==> src/rtl/ll_rr_dequeue_pkg.sv <==
// Shared sizing for the round-robin dequeue block and its linked-list pointer manager.
package ll_rr_dequeue_pkg;

  localparam int DEF_NUM_ELEMS  = 4;
  localparam int DEF_NUM_LISTS  = 2;
  localparam int DEF_DATA_WIDTH = 8;
  localparam int DEF_PTR_WIDTH  = $clog2(DEF_NUM_ELEMS);
  localparam int DEF_SEL_WIDTH  = $clog2(DEF_NUM_LISTS);

  // Wraps an index that overshot by less than one full lap back into 0..n-1.
  function automatic int rr_wrap(input int idx, input int n);
    return (idx >= n) ? (idx - n) : idx;
  endfunction

endpackage

==> src/rtl/ll_rr_dequeue_rr_arbiter.sv <==
// Round-robin search: first requesting index after the last grant, wrapping modulo N.
module rr_arbiter
  import ll_rr_dequeue_pkg::*;
#(
  parameter int N     = DEF_NUM_LISTS,
  parameter int IDX_W = $clog2(N)
) (
  input  logic [N-1:0]     req_i,
  input  logic [IDX_W-1:0] last_i,
  output logic             gnt_valid_o,
  output logic [IDX_W-1:0] gnt_idx_o
);

  int idx_c;

  // Scan last+1 .. last+N so the previously granted list is considered last.
  always_comb begin
    idx_c       = 0;
    gnt_valid_o = 1'b0;
    gnt_idx_o   = '0;
    for (int i = 1; i <= N; i++) begin
      idx_c = rr_wrap(int'(last_i) + i, N);
      if (!gnt_valid_o && req_i[idx_c[IDX_W-1:0]]) begin
        gnt_valid_o = 1'b1;
        gnt_idx_o   = IDX_W'(idx_c);
      end
    end
  end

endmodule

==> src/rtl/ll_rr_dequeue.sv <==
// Shared-buffer egress stage: stores payloads at pointer-manager slots and
// drains the logical lists round-robin into a single output register.
module ll_rr_dequeue
  import ll_rr_dequeue_pkg::*;
#(
  parameter  int NUM_ELEMS  = DEF_NUM_ELEMS,
  parameter  int NUM_LISTS  = DEF_NUM_LISTS,
  parameter  int DATA_WIDTH = DEF_DATA_WIDTH,
  localparam int PTR_WIDTH  = $clog2(NUM_ELEMS),
  localparam int SEL_WIDTH  = $clog2(NUM_LISTS)
) (
  input  logic                  clk,
  input  logic                  rst_n,
  input  logic                  in_valid,
  output logic                  in_ready,
  input  logic [SEL_WIDTH-1:0]  in_sel,
  input  logic [DATA_WIDTH-1:0] in_data,
  output logic                  out_valid,
  input  logic                  out_ready,
  output logic [SEL_WIDTH-1:0]  out_sel,
  output logic [DATA_WIDTH-1:0] out_data,
  output logic                  ll_push,
  output logic                  ll_pop,
  output logic [SEL_WIDTH-1:0]  ll_push_sel,
  output logic [SEL_WIDTH-1:0]  ll_pop_sel,
  input  logic                  ll_full,
  input  logic [NUM_LISTS-1:0]  ll_empty,
  input  logic [PTR_WIDTH-1:0]  ll_free_ptr,
  input  logic [PTR_WIDTH-1:0]  ll_popped_head
);

  logic [DATA_WIDTH-1:0] data_mem_q [NUM_ELEMS];

  logic                  out_valid_q, out_valid_d;
  logic [SEL_WIDTH-1:0]  out_sel_q,   out_sel_d;
  logic [DATA_WIDTH-1:0] out_data_q,  out_data_d;
  logic [SEL_WIDTH-1:0]  rr_ptr_q,    rr_ptr_d;

  logic                  out_open;
  logic                  gnt_valid;
  logic [SEL_WIDTH-1:0]  gnt_idx;

  // Push is gated by reset through in_ready; a full buffer never pushes even if a pop frees a slot this cycle.
  assign in_ready    = rst_n & ~ll_full;
  assign ll_push     = in_valid & in_ready;
  assign ll_push_sel = in_sel;

  assign out_open    = ~out_valid_q | out_ready;
  assign ll_pop      = rst_n & out_open & gnt_valid;
  assign ll_pop_sel  = gnt_idx;

  assign out_valid   = out_valid_q;
  assign out_sel     = out_sel_q;
  assign out_data    = out_data_q;

  rr_arbiter #(
    .N     (NUM_LISTS),
    .IDX_W (SEL_WIDTH)
  ) u_rr_arbiter (
    .req_i       (~ll_empty),
    .last_i      (rr_ptr_q),
    .gnt_valid_o (gnt_valid),
    .gnt_idx_o   (gnt_idx)
  );

  // Payload store; not reset. The pop path reads the pre-edge contents, so a
  // same-cycle write to the head slot cannot corrupt the word being dequeued.
  always_ff @(posedge clk) begin
    if (ll_push) begin
      data_mem_q[ll_free_ptr] <= in_data;
    end
  end

  // Output stage next state: load on pop, empty out when open with nothing queued, hold when stalled.
  always_comb begin
    out_valid_d = out_valid_q;
    out_sel_d   = out_sel_q;
    out_data_d  = out_data_q;
    rr_ptr_d    = rr_ptr_q;
    if (out_open) begin
      out_valid_d = gnt_valid;
      if (gnt_valid) begin
        out_sel_d  = gnt_idx;
        out_data_d = data_mem_q[ll_popped_head];
        rr_ptr_d   = gnt_idx;
      end
    end
  end

  // Output and arbitration registers; rr_ptr resets to the last list so list 0 is served first.
  always_ff @(posedge clk or negedge rst_n) begin
    if (!rst_n) begin
      out_valid_q <= 1'b0;
      out_sel_q   <= '0;
      out_data_q  <= '0;
      rr_ptr_q    <= SEL_WIDTH'(NUM_LISTS - 1);
    end else begin
      out_valid_q <= out_valid_d;
      out_sel_q   <= out_sel_d;
      out_data_q  <= out_data_d;
      rr_ptr_q    <= rr_ptr_d;
    end
  end

endmodule

==> config.mk <==
export PLATFORM = sky130hd
export DESIGN_NAME = ll_rr_dequeue
export DESIGN_NICKNAME = d
export VERILOG_FILES = /design/src/rtl/ll_rr_dequeue_pkg.sv /design/src/rtl/ll_rr_dequeue_rr_arbiter.sv /design/src/rtl/ll_rr_dequeue.sv
export SDC_FILE = /design/constraint.sdc
export NUM_CORES = 1
export LEC_CHECK = 0
export ABC_AREA = 0
export CORE_ASPECT_RATIO = 0.7
export CORE_MARGIN = 2
export CORE_UTILIZATION = 46
export CTS_CLUSTER_SIZE = 25
export DETAILED_ROUTE_END_ITERATION = 10
export GPL_TIMING_DRIVEN = 0
export PLACE_DENSITY = 0.73
export SETUP_SLACK_MARGIN = 0.02
export SLEW_MARGIN = 5
export SYNTH_ARGS = -nofsm -noshare
export SYNTH_HDL_FRONTEND = slang
export SYNTH_SLANG_ARGS = --single-unit
export TNS_END_PERCENT = 30
==> constraint.sdc <==
create_clock -name clk -period 1.3 [get_ports clk]
set_input_delay 0.13 -clock clk [delete_from_list [all_inputs] [get_ports clk]]
set_output_delay 0.13 -clock clk [all_outputs]
set_load 0.005 [all_outputs]
After elaboration in Yosys (flattened, before gate mapping)
Memories as Yosys holds them, arrays and structs flattened. A register that Yosys moved wholly into a read port is not among the register bits.
Cells that the tools add are included.

storage, ports and cells
  flip-flop bits (word level) = 3
  RAM bits = 32
  output and inout port bits = 15
  memories = 1

memory list
  name        depth  bits a word  rd ports  clocked after memory_dff  wr ports  RTL line             RTL
  data_mem_q  4      8            1         1                         1         ll_rr_dequeue.sv:32  logic [DATA_WIDTH-1:0] data_mem_q [NUM_ELEMS];

operators by class
  add/sub/neg operators = 4
  order comparisons = 4
  mux-type cells = 12
  bitwise operators = 8
  reduce and logical (&&, ||, !) cells = 4

operators by type and width
  kind                                                  count
  two-way mux 1 bit                                     12
  bitwise AND 1 bit                                     4
  < comparator 1 x 2 -> 1 bit (second input constant)   2
  adder 1 x 2 -> 3 bit (second input constant)          1
  >= comparator 3 x 2 -> 1 bit (second input constant)  1
  adder 1 x 1 -> 2 bit (second input constant)          1
  >= comparator 2 bit (second input constant)           1
  logical NOT 1 bit                                     2
  NOT 1 bit                                             2
  NOT 2 bit                                             1
  AND reduction 2 bit                                   1
  subtractor 1 bit (second input constant)              2
  logical AND 1 bit                                     1
  bitwise OR 1 bit                                      1

Logic depth before layout (Yosys ltp)
Gate-level depths: netlist of run 1.

  depth after elaboration = 10
  mapped depth = 5
  depth with buffers taken out = 5

Cells and area by module
From an unflattened synthesis of run 1, not the netlist that was laid out.

unflattened totals
  cells, all modules = 80
  area, all modules = 1636.6 um2

by module, submodules not included
  module         times used  cells each  area an instance (um2)  seq. area each (um2)
  ll_rr_dequeue  1           78          1622.8                  1237.4
  rr_arbiter     1           2           13.8                    0.0

Worst setup path after synthesis of run 1
No wires, ideal clock.

  kind = input-to-reg
  from = input port rst_n
  to = memory data_mem_q[1][0] (netlist name), enable pin
  arrival time = 1.104 ns
  data required time = 0.915 ns
  setup slack = -0.190 ns
  stages on the path = 3
  path buffers = 0
  cell sequence = nor2b_1 > nand2_1 > nor3b_1

on the way
  longest elaborated chain between the ends = 4

RTL lines
  element                                  RTL line             RTL
  from (decl)                              ll_rr_dequeue.sv:13  input logic rst_n,
  bitwise AND 1 bit                        ll_rr_dequeue.sv:44  assign in_ready = rst_n & ~ll_full;
  bitwise AND 1 bit                        ll_rr_dequeue.sv:45  assign ll_push = in_valid & in_ready;
  two-way mux 1 bit                        ll_rr_dequeue.sv:69  if (ll_push) begin
  two-way mux 1 bit (implied by the code)  ll_rr_dequeue.sv:70  data_mem_q[ll_free_ptr] <= in_data;
  to (decl)                                ll_rr_dequeue.sv:32

Every way passes these cells.

==> results_dict.tcl, run 1 <==
set metrics [dict create \
    crit_type "reg2reg" \
    hold_viol_final 0 \
    leakage_nw 0.831 \
    synth_area_sq_mm 0.00163 \
    fin_ws_ps 82.6 \
    p_per_area_mw_per_mm2 1250 \
    grt_max_degree 13 \
    dieArea_sq_mm 0.00404 \
    wl_per_cell_um 16.5 \
    fin_crit_ps 1220 \
    cp_slowest_stage_delay_ps 460 \
    tightest_slew_ps 564 \
    drc_errors 0 \
    syn-num-nets 101 \
    ys_seq_area_share_pct 76.0 \
    ys_warn_count 0 \
    post-dp-hpwl_um 1840 \
    grtUsageTotal_pct 16.6 \
    final_cells 172 \
    crit_required_ps 1470 \
    gr-total-overflow 0 \
    fin_nets 141 \
    port_buffers 31 \
    power.share.sequential_pct 59.1 \
    cts.clk_slew.worst_paths_ps 70 \
    crit_arrival_ps 1390 \
    utilization_pct 62.2 \
    whs_ps 241 \
    syn_inst 81 \
    swShare_pct 21.4 \
    gp_congestion 0.713 \
    tns_ps 0 \
    p_switching_mw 0.573 \
    stdcell_area_sq_mm 0.00214 \
    rsz0062_at_grt "false" \
    clock-sinks 43 \
    core_sq_mm 0.00345 \
    critPathLaunchType "flip-flop" \
    rows 18 \
    total_power_mw 2.68 \
    fin_crit_sh_pct 93.6 \
    pin_count 35 \
    cap_violations 0 \
    avgSynthCellArea_sq_um 20.1 \
    hold_path_class "in2reg" \
    worst_setup_path_end_kind "flip-flop" \
    ant_nets 0 \
    p_comb_share_pct 11.6 \
    pre_cts_ws_ps -1560 \
    viasPerCell 5.08 \
    path_cells "mux4_2 -> mux2_2" \
    dr.pass1.iters 3 \
    start_util_pct 47.2 \
    antenna_found_initial 0 \
    cp_slowest_cell "mux4_2" \
    cts-htree-levels 2 \
    postPlaceCellArea_sq_mm 0.00201 \
    ir_worst_vdd_mv 0.958 \
    p_int_mw 2.11 \
    drt-total-wl_um 2830 \
    synth_cell_types 20 \
    placed_cells 162 \
    num_antenna_cells 0 \
    slew_viol_final 0 \
    drive_gt1_share_pct 30.3 \
    clockPowerShare_pct 29.2 \
    vias 874 \
    cts_tree "built" \
    status "finished, final reports clean" \
    grt_pass1_vias 885 \
    synth_seq_cells 43 \
    cts_buffers 5 \
    critical_path_peak_fanout 1 \
    root_buffer "clkbuf_8" \
    die_h_um 53.8 \
    finalSetupViolCount 0 \
    die_w_um 75.1 \
    clockBufferDepth 2 \
    insertion_delay_ps 290 \
    area_delta_synth_final_pct 31.6 \
    grt_pass1_wl_um 4450 \
    timing.fmax_ghz 0.821 \
    clock_skew_ps 6.91 \
    slew_headroom_pct 62.3 \
    drt_iter0_markers 59 \
]
==> layout by cell type (no fill, tap or decap), types with 2 or more instances in the layout <==
cell type        count
edfxtp_1            32
clkdlybuf4s50_1     11
dlygate4sd2_1       11
dfrtp_1             10
mux4_2               8
mux2_2               8
dlymetal6s2s_1       6
clkbuf_8             5
inv_1                3
buf_4                3
nand2_1              2
clkinv_1             2
clkbuf_2             2
==> synth_stat cells <==
library cell   n  area share, %
a21oi_1        2           0.61
a22o_1         1           0.54
a31oi_1        1           0.38
and3_1         2           0.77
buf_1          1           0.23
buf_4          1           0.46
buf_6          1           0.69
dfrtp_1       10             15
dfstp_2        1            1.6
edfxtp_1      32             59
inv_1          3           0.69
mux2_2         8            5.5
mux4_2         8             11
nand2_1        4           0.92
nand2b_1       1           0.38
nand3_1        1           0.31
nor2_1         1           0.23
nor2b_1        1           0.38
nor3_1         1           0.31
nor3b_1        1           0.46
==> cell type report <==
type / count / area, sq um
inverter: 3 / 11.3
clock buffer: 6 / 72.6
fill: 269 / 1300
multi-input combinational: 32 / 412
clock inverter: 2 / 7.51
buffer: 3 / 22.5
tap: 50 / 62.6
sequential: 43 / 1240
timing repair buffer: 33 / 317
==> cells by family after synthesis <==
family / share of synthesized area, %
buf+inv: 2.08
flops: 76.0
mux: 16.6
compound gates: 1.54
simple gates: 3.77
==> registers in the layout, indices dropped and copies added (netlist names) <==
| signal | cells |
|---|---|
| data_mem_q | 32 |
| out_sel | 1 |
| out_valid | 1 |
| out_data | 8 |
| rr_ptr_q | 1 |
==> layer usage <==
metal	global-route usage (%)	vias to the layer above	routed length, um
met5	0	-	0
met4	3.87	0	15
met3	8.43	2	120
met2	27.3	24	1420
met1	19.9	452	1270
li1	-	396	-
==> timing repair <==
| item | CTS | global route |
|---|---|---|
| hold endpoints to repair | 11 | 0 |
| pin swaps | 2 | 1 |
| hold buffers | 1 | 0 |
| endpoints found under the setup margin | 49 | 23 |
| gates cloned | 0 | 0 |
| gates resized for setup | 32 | 9 |
| setup buffers | 1 | 0 |
==> critical path: cells and delay by family (launching register included) <==
family | cells | cell delay, ps
multiplexers | 2 | 730
flip-flops | 1 | 370
==> power groups by stage <==
stage	clock [mW]	combinational, mW	sequential (mW)
2_1_floorplan	0	0.122	1.62
3_3_place_gp	0	0.320	1.61
3_5_place_dp	0	0.329	1.62
4_1_cts	0.801	0.324	1.59
5_1_grt	0.883	0.343	1.60
6_report	0.785	0.312	1.59
==> worst paths after layout <==
check                                  from  slack [ps]  cells after the start     endpoint
min in group asynchronous             rst_n         380                      2  out_data[3]
max reg2reg                data_mem_q[3][0]          80                      2  out_data[0]
max in group asynchronous             rst_n         540                      2     rr_ptr_q
min reg2reg                     out_data[5]         500                      1  out_data[5]
min                             ll_empty[0]         240                      2    out_valid
max                        data_mem_q[3][0]          80                      2  out_data[0]
(Power assumes the default switching activity.)
==> inputs of run 2 (changes only) <==
--- a/config.mk
+++ b/config.mk
@@ -9,7 +9,6 @@
 export CORE_ASPECT_RATIO = 0.7
 export CORE_MARGIN = 2
 export CORE_UTILIZATION = 46
-export CTS_CLUSTER_SIZE = 25
 export DETAILED_ROUTE_END_ITERATION = 10
 export GPL_TIMING_DRIVEN = 0
 export PLACE_DENSITY = 0.73
==> results of run 2 <==
No change in the layout: final DEF, timing and power equal those of run 1.
==> variant 1 (settings of run 2) <==
Make the reset (`rst_n`) synchronous in one clocked block.
--- a/src/rtl/ll_rr_dequeue.sv
+++ b/src/rtl/ll_rr_dequeue.sv
@@ -90,3 +90,3 @@
   // Output and arbitration registers; rr_ptr resets to the last list so list 0 is served first.
-  always_ff @(posedge clk or negedge rst_n) begin
+  always_ff @(posedge clk) begin
     if (!rst_n) begin
Behaviour: differs if rst_n is asserted again (counterexample within 4 cycles, from zero or initial values and one cycle with rst_n low); with rst_n held inactive, the same outputs for 10 cycles.
==> variant 1 against run 2 <==
Setup slack worse by 0.023 ns; power down 1.7%; design area down 0.88%; largest power group unchanged; global-route usage down 0.23 points; wire length up 0.53%; synthesized area down 3.0%; via count up 1.6%; sequential share of layout area down 2.0 points; largest cell class unchanged; sequential cell count unchanged.
==> variant 1: results (changes against run 2) <==
- Clock Skews: 0.00503 ns (-0.00188 ns)
- Total power draw: 2640 µW (-1.7%)
- Total Wirelength: 2.85 mm (+0.53%)
- VDD IR-drop max: 0.855 mV (-11%)
- Tap Cells: 47 (-6.0%)
- Crit-path max FO: 6 (+5)
- Share of layout cells above drive strength 1: 25.0% (-5.3 points)
- Ys async rst share: 0% (-26 points)
- Arr. time, crit path: 1.11 ns (-0.28 ns)
- Placed Instance Area: 1950 µm² (-2.6%)
- Layout Nets: 143 (+1.4%)
- Internal power: 2100 µW (-0.65%)
- Netlist cell types: 22 (+10%)
- Tot GR Track Use: 16.4% (-0.23 points)
- WL/cell: 16.7 µm (+1.1%)
- Signal buf overhead: 16.9% (+1.0 points)
- Final setup margin: 0.0597 ns (-0.0229 ns)
- Seq area share: 55.8% (-2.0 points)
- Status: complete, no violations
- Top cells by count, synth: edfxtp_1, dfxtp_1, a22o_1, mux4_2, nand2_1
- Reg2reg end: out_data[3]
- DR iter-0 viols: 75 (+27%)
- Vias in the first global route: 849 (-4.1%)
- Relative slew slack: 67.0% (+4.8 points)
- CP max-delay cell: clkdlybuf4s50_1
- Crit path launch: rst_n
- Startpoint of the worst-slack reg-to-reg timing path: data_mem_q[0][3]
- Post-layout util: 66.1% (+3.9 points)
- Hold Path Sink: rr_ptr_q
- Clk tree area frac: 4.24% (+0.50 points)
## variant 1: cell types whose count changed after synthesis, moves of 2 or more
cell      before  now
o21ai_0        0    2
a22o_1         1    8
clkbuf_1       0    2
dfxtp_1        0   11
dfrtp_1       10    0
mux2_2         8    0
## variant 1: cells by family (layout without fill, tap and decap cells)
family          Yosys count  count (layout)  share of synthesized area, %
flops                    43              43                          74.8
buf+inv                   6              46                          2.14
mux                       8               8                          11.4
compound gates           16              16                          7.92
simple gates             11              11                          3.72
## variant 1: timing repair
item,in CTS,in global routing
pin swaps,2,0
gates resized for setup,25,12
setup endpoints to repair,45,27
setup buffers,2,0
## variant 1: worst max-delay path: cells and delay by family
kind,cells,cell delay (ns)
and+or+nand+nor,1,0.19
buffers and inverters,2,0.78
## variant 1: per-layer routing
| layer | routed length (µm) | track usage, % |
|---|---|---|
| met5 | 0 | 0 |
| met4 | 44 | 6.36 |
| met3 | 149 | 6.86 |
| met2 | 1380 | 27.1 |
| met1 | 1280 | 19.2 |
==> variant 2 (config.mk and constraints of run 2) <==
Without the edit above. `DEF_NUM_ELEMS`: 4 -> 2.
--- a/src/rtl/ll_rr_dequeue_pkg.sv
+++ b/src/rtl/ll_rr_dequeue_pkg.sv
@@ -3,3 +3,3 @@
 
-  localparam int DEF_NUM_ELEMS  = 4;
+  localparam int DEF_NUM_ELEMS  = 2;
   localparam int DEF_NUM_LISTS  = 2;
Interface: changed (resized ll_free_ptr and ll_popped_head); port bits go from 35 to 33. The function was not compared with the original's and may differ.
==> variant 2 against run 2 <==
Power shrank 39%; critical endpoint is now ll_pop; first-iteration DRC count shrank 58%; largest cell class unchanged; highest routed layer unchanged; synthesized area shrank 35%; synthesized cell count shrank 14%; setup slack lost 0.0026 ns; largest power group unchanged; count of clock-buffer cells in the layout shrank 3; final cell count shrank 20%; critical path type is now reg2out; core utilization grew 3.6 points; wire length shrank 30%; design area shrank 33%; sequential cell count shrank 16.
==> variant 2: results (changes against run 2) <==
- Status: complete, no violations
- Worst-skew pair later-pin latency: 0.32 ns (+0.03 ns)
- Crit-path max FO: 2 (+1)
- Startpoint of the worst-slack reg-to-reg timing path: out_valid
- Routability congestion estimate: 0.772 (+8.2%)
- First-pass GRT wire length: 3.19 mm (-28%)
- Synth top area cells: edfxtp_1, dfrtp_1, mux2i_1
- Leak: 0.000570 µW (-31%)
- Drt first pass iters: 4 (+1)
- DP HPWL: 1.43 mm (-22%)
- Sequential share of the synthesized area: 71.4% (-4.6 points)
- Netlist cell types: 21 (+5.0%)
- Vias in the first global route: 703 (-21%)
- Num CTS Buffers: 3 (-2)
- Top cells by count, synth: edfxtp_1, dfrtp_1, a21oi_1, a31oi_1, mux2i_1
- Total Wirelength: 1.99 mm (-30%)
- Share of layout cells above drive strength 1: 18.9% (-11 points)
- Tot GR Track Use: 17.1% (+0.43 points)
- Post-synth top flop: edfxtp_1
- Largest register FFs: 16 (-50%)
- IO Port Bufs: 30 (-3.2%)
- Syn nets: 88 (-13%)
- VDD IR-drop max: 0.838 mV (-13%)
- Crit start category: flip-flop
- Worst-path clk slew: 0.14 ns (+0.07 ns)
- ANT cells: 0 (unchanged)
- Relative slew slack: 66.7% (+4.4 points)
- Vias post-DR: 685 (-22%)
- Clock Skews: 0.00297 ns (-0.00394 ns)
- H-tree Lvls: 1 (-1)
- CP max-delay cell: dfrtp_1
- Post-synth EDFFs: 16 (-50%)
- DR iter-0 viols: 25 (-58%)
- Antenna violations before repair: 0 (unchanged)
- Crit path largest cell delay: 0.43 ns (-0.03 ns)
- Root Driver: clkbuf_4
- Placed Instance Area: 1400 µm² (-30%)
- Ys async rst share: 40.7% (+15 points)
- Min-Delay Startpoint: ll_empty[0]
- Largest net degree at the start of global routing: 17 (+4)
- Layout Nets: 125 (-11%)
- Arr. time, crit path: 1.09 ns (-0.30 ns)
- CP top delay family: flip-flops
==> variant 2: routing by layer <==
metal | routed length (µm) | up-vias | share of wire, % | track usage, %
met5 | 0 | - | 0 | 0
met4 | 23 | 0 | 1.2 | 3.40
met3 | 123 | 4 | 6.2 | 6.73
met2 | 1050 | 22 | 53 | 30.6
met1 | 792 | 322 | 40 | 19.4
li1 | - | 337 | - | -
==> variant 2: logic make-up after synthesis <==
family	share of synthesized area (%)
compound gates	11.0
buf+inv	3.78
flops	71.4
mux	7.56
simple gates	6.26
==> variant 2: final timing paths <==
check	cells after the start	slack [ns]	endpoint
max	3	0.08	ll_pop
min	2	0.19	out_valid
max reg2reg	4	0.14	out_data[4]
min reg2reg	1	0.53	out_sel
max in group asynchronous	2	0.64	rr_ptr_q
min in group asynchronous	2	0.30	out_data[3]
==> variant 2: what timing repair did <==
| item | in CTS | in global routing |
|---|---|---|
| hold buffers | 1 | 0 |
| endpoints found under the hold margin | 11 | 0 |
| buffers inserted | 2 | 0 |
| gates resized for setup | 23 | 5 |
| pin swaps | 1 | 0 |
| endpoints found under the setup margin | 30 | 10 |
==> variant 2: area by class of cell <==
class | count | area [µm²]
multi-input combinational | 37 | 274
buffer | 4 | 31.3
clock buffer | 3 | 22.5
fill | 184 | 743
clock inverter | 1 | 7.51
tap | 32 | 40.0
inverter | 1 | 3.75
sequential | 27 | 757
timing repair buffer | 33 | 293
==> variant 2: power breakdown <==
group	internal, µW	switching [µW]
Clock	118	244
Combinational	146	109
Sequential	978	31.9
Total	1240	385
==> variant 2: stage by stage <==
stage               cells  hold slack, ns  setup WS (ns)
floorplan              70          -0.166         0.0486
global placement      132           0.483          -1.13
detailed placement    132           0.497          -1.11
CTS                   138           0.183        -0.0547
global route          138           0.174        0.00280
finish                138           0.185         0.0800
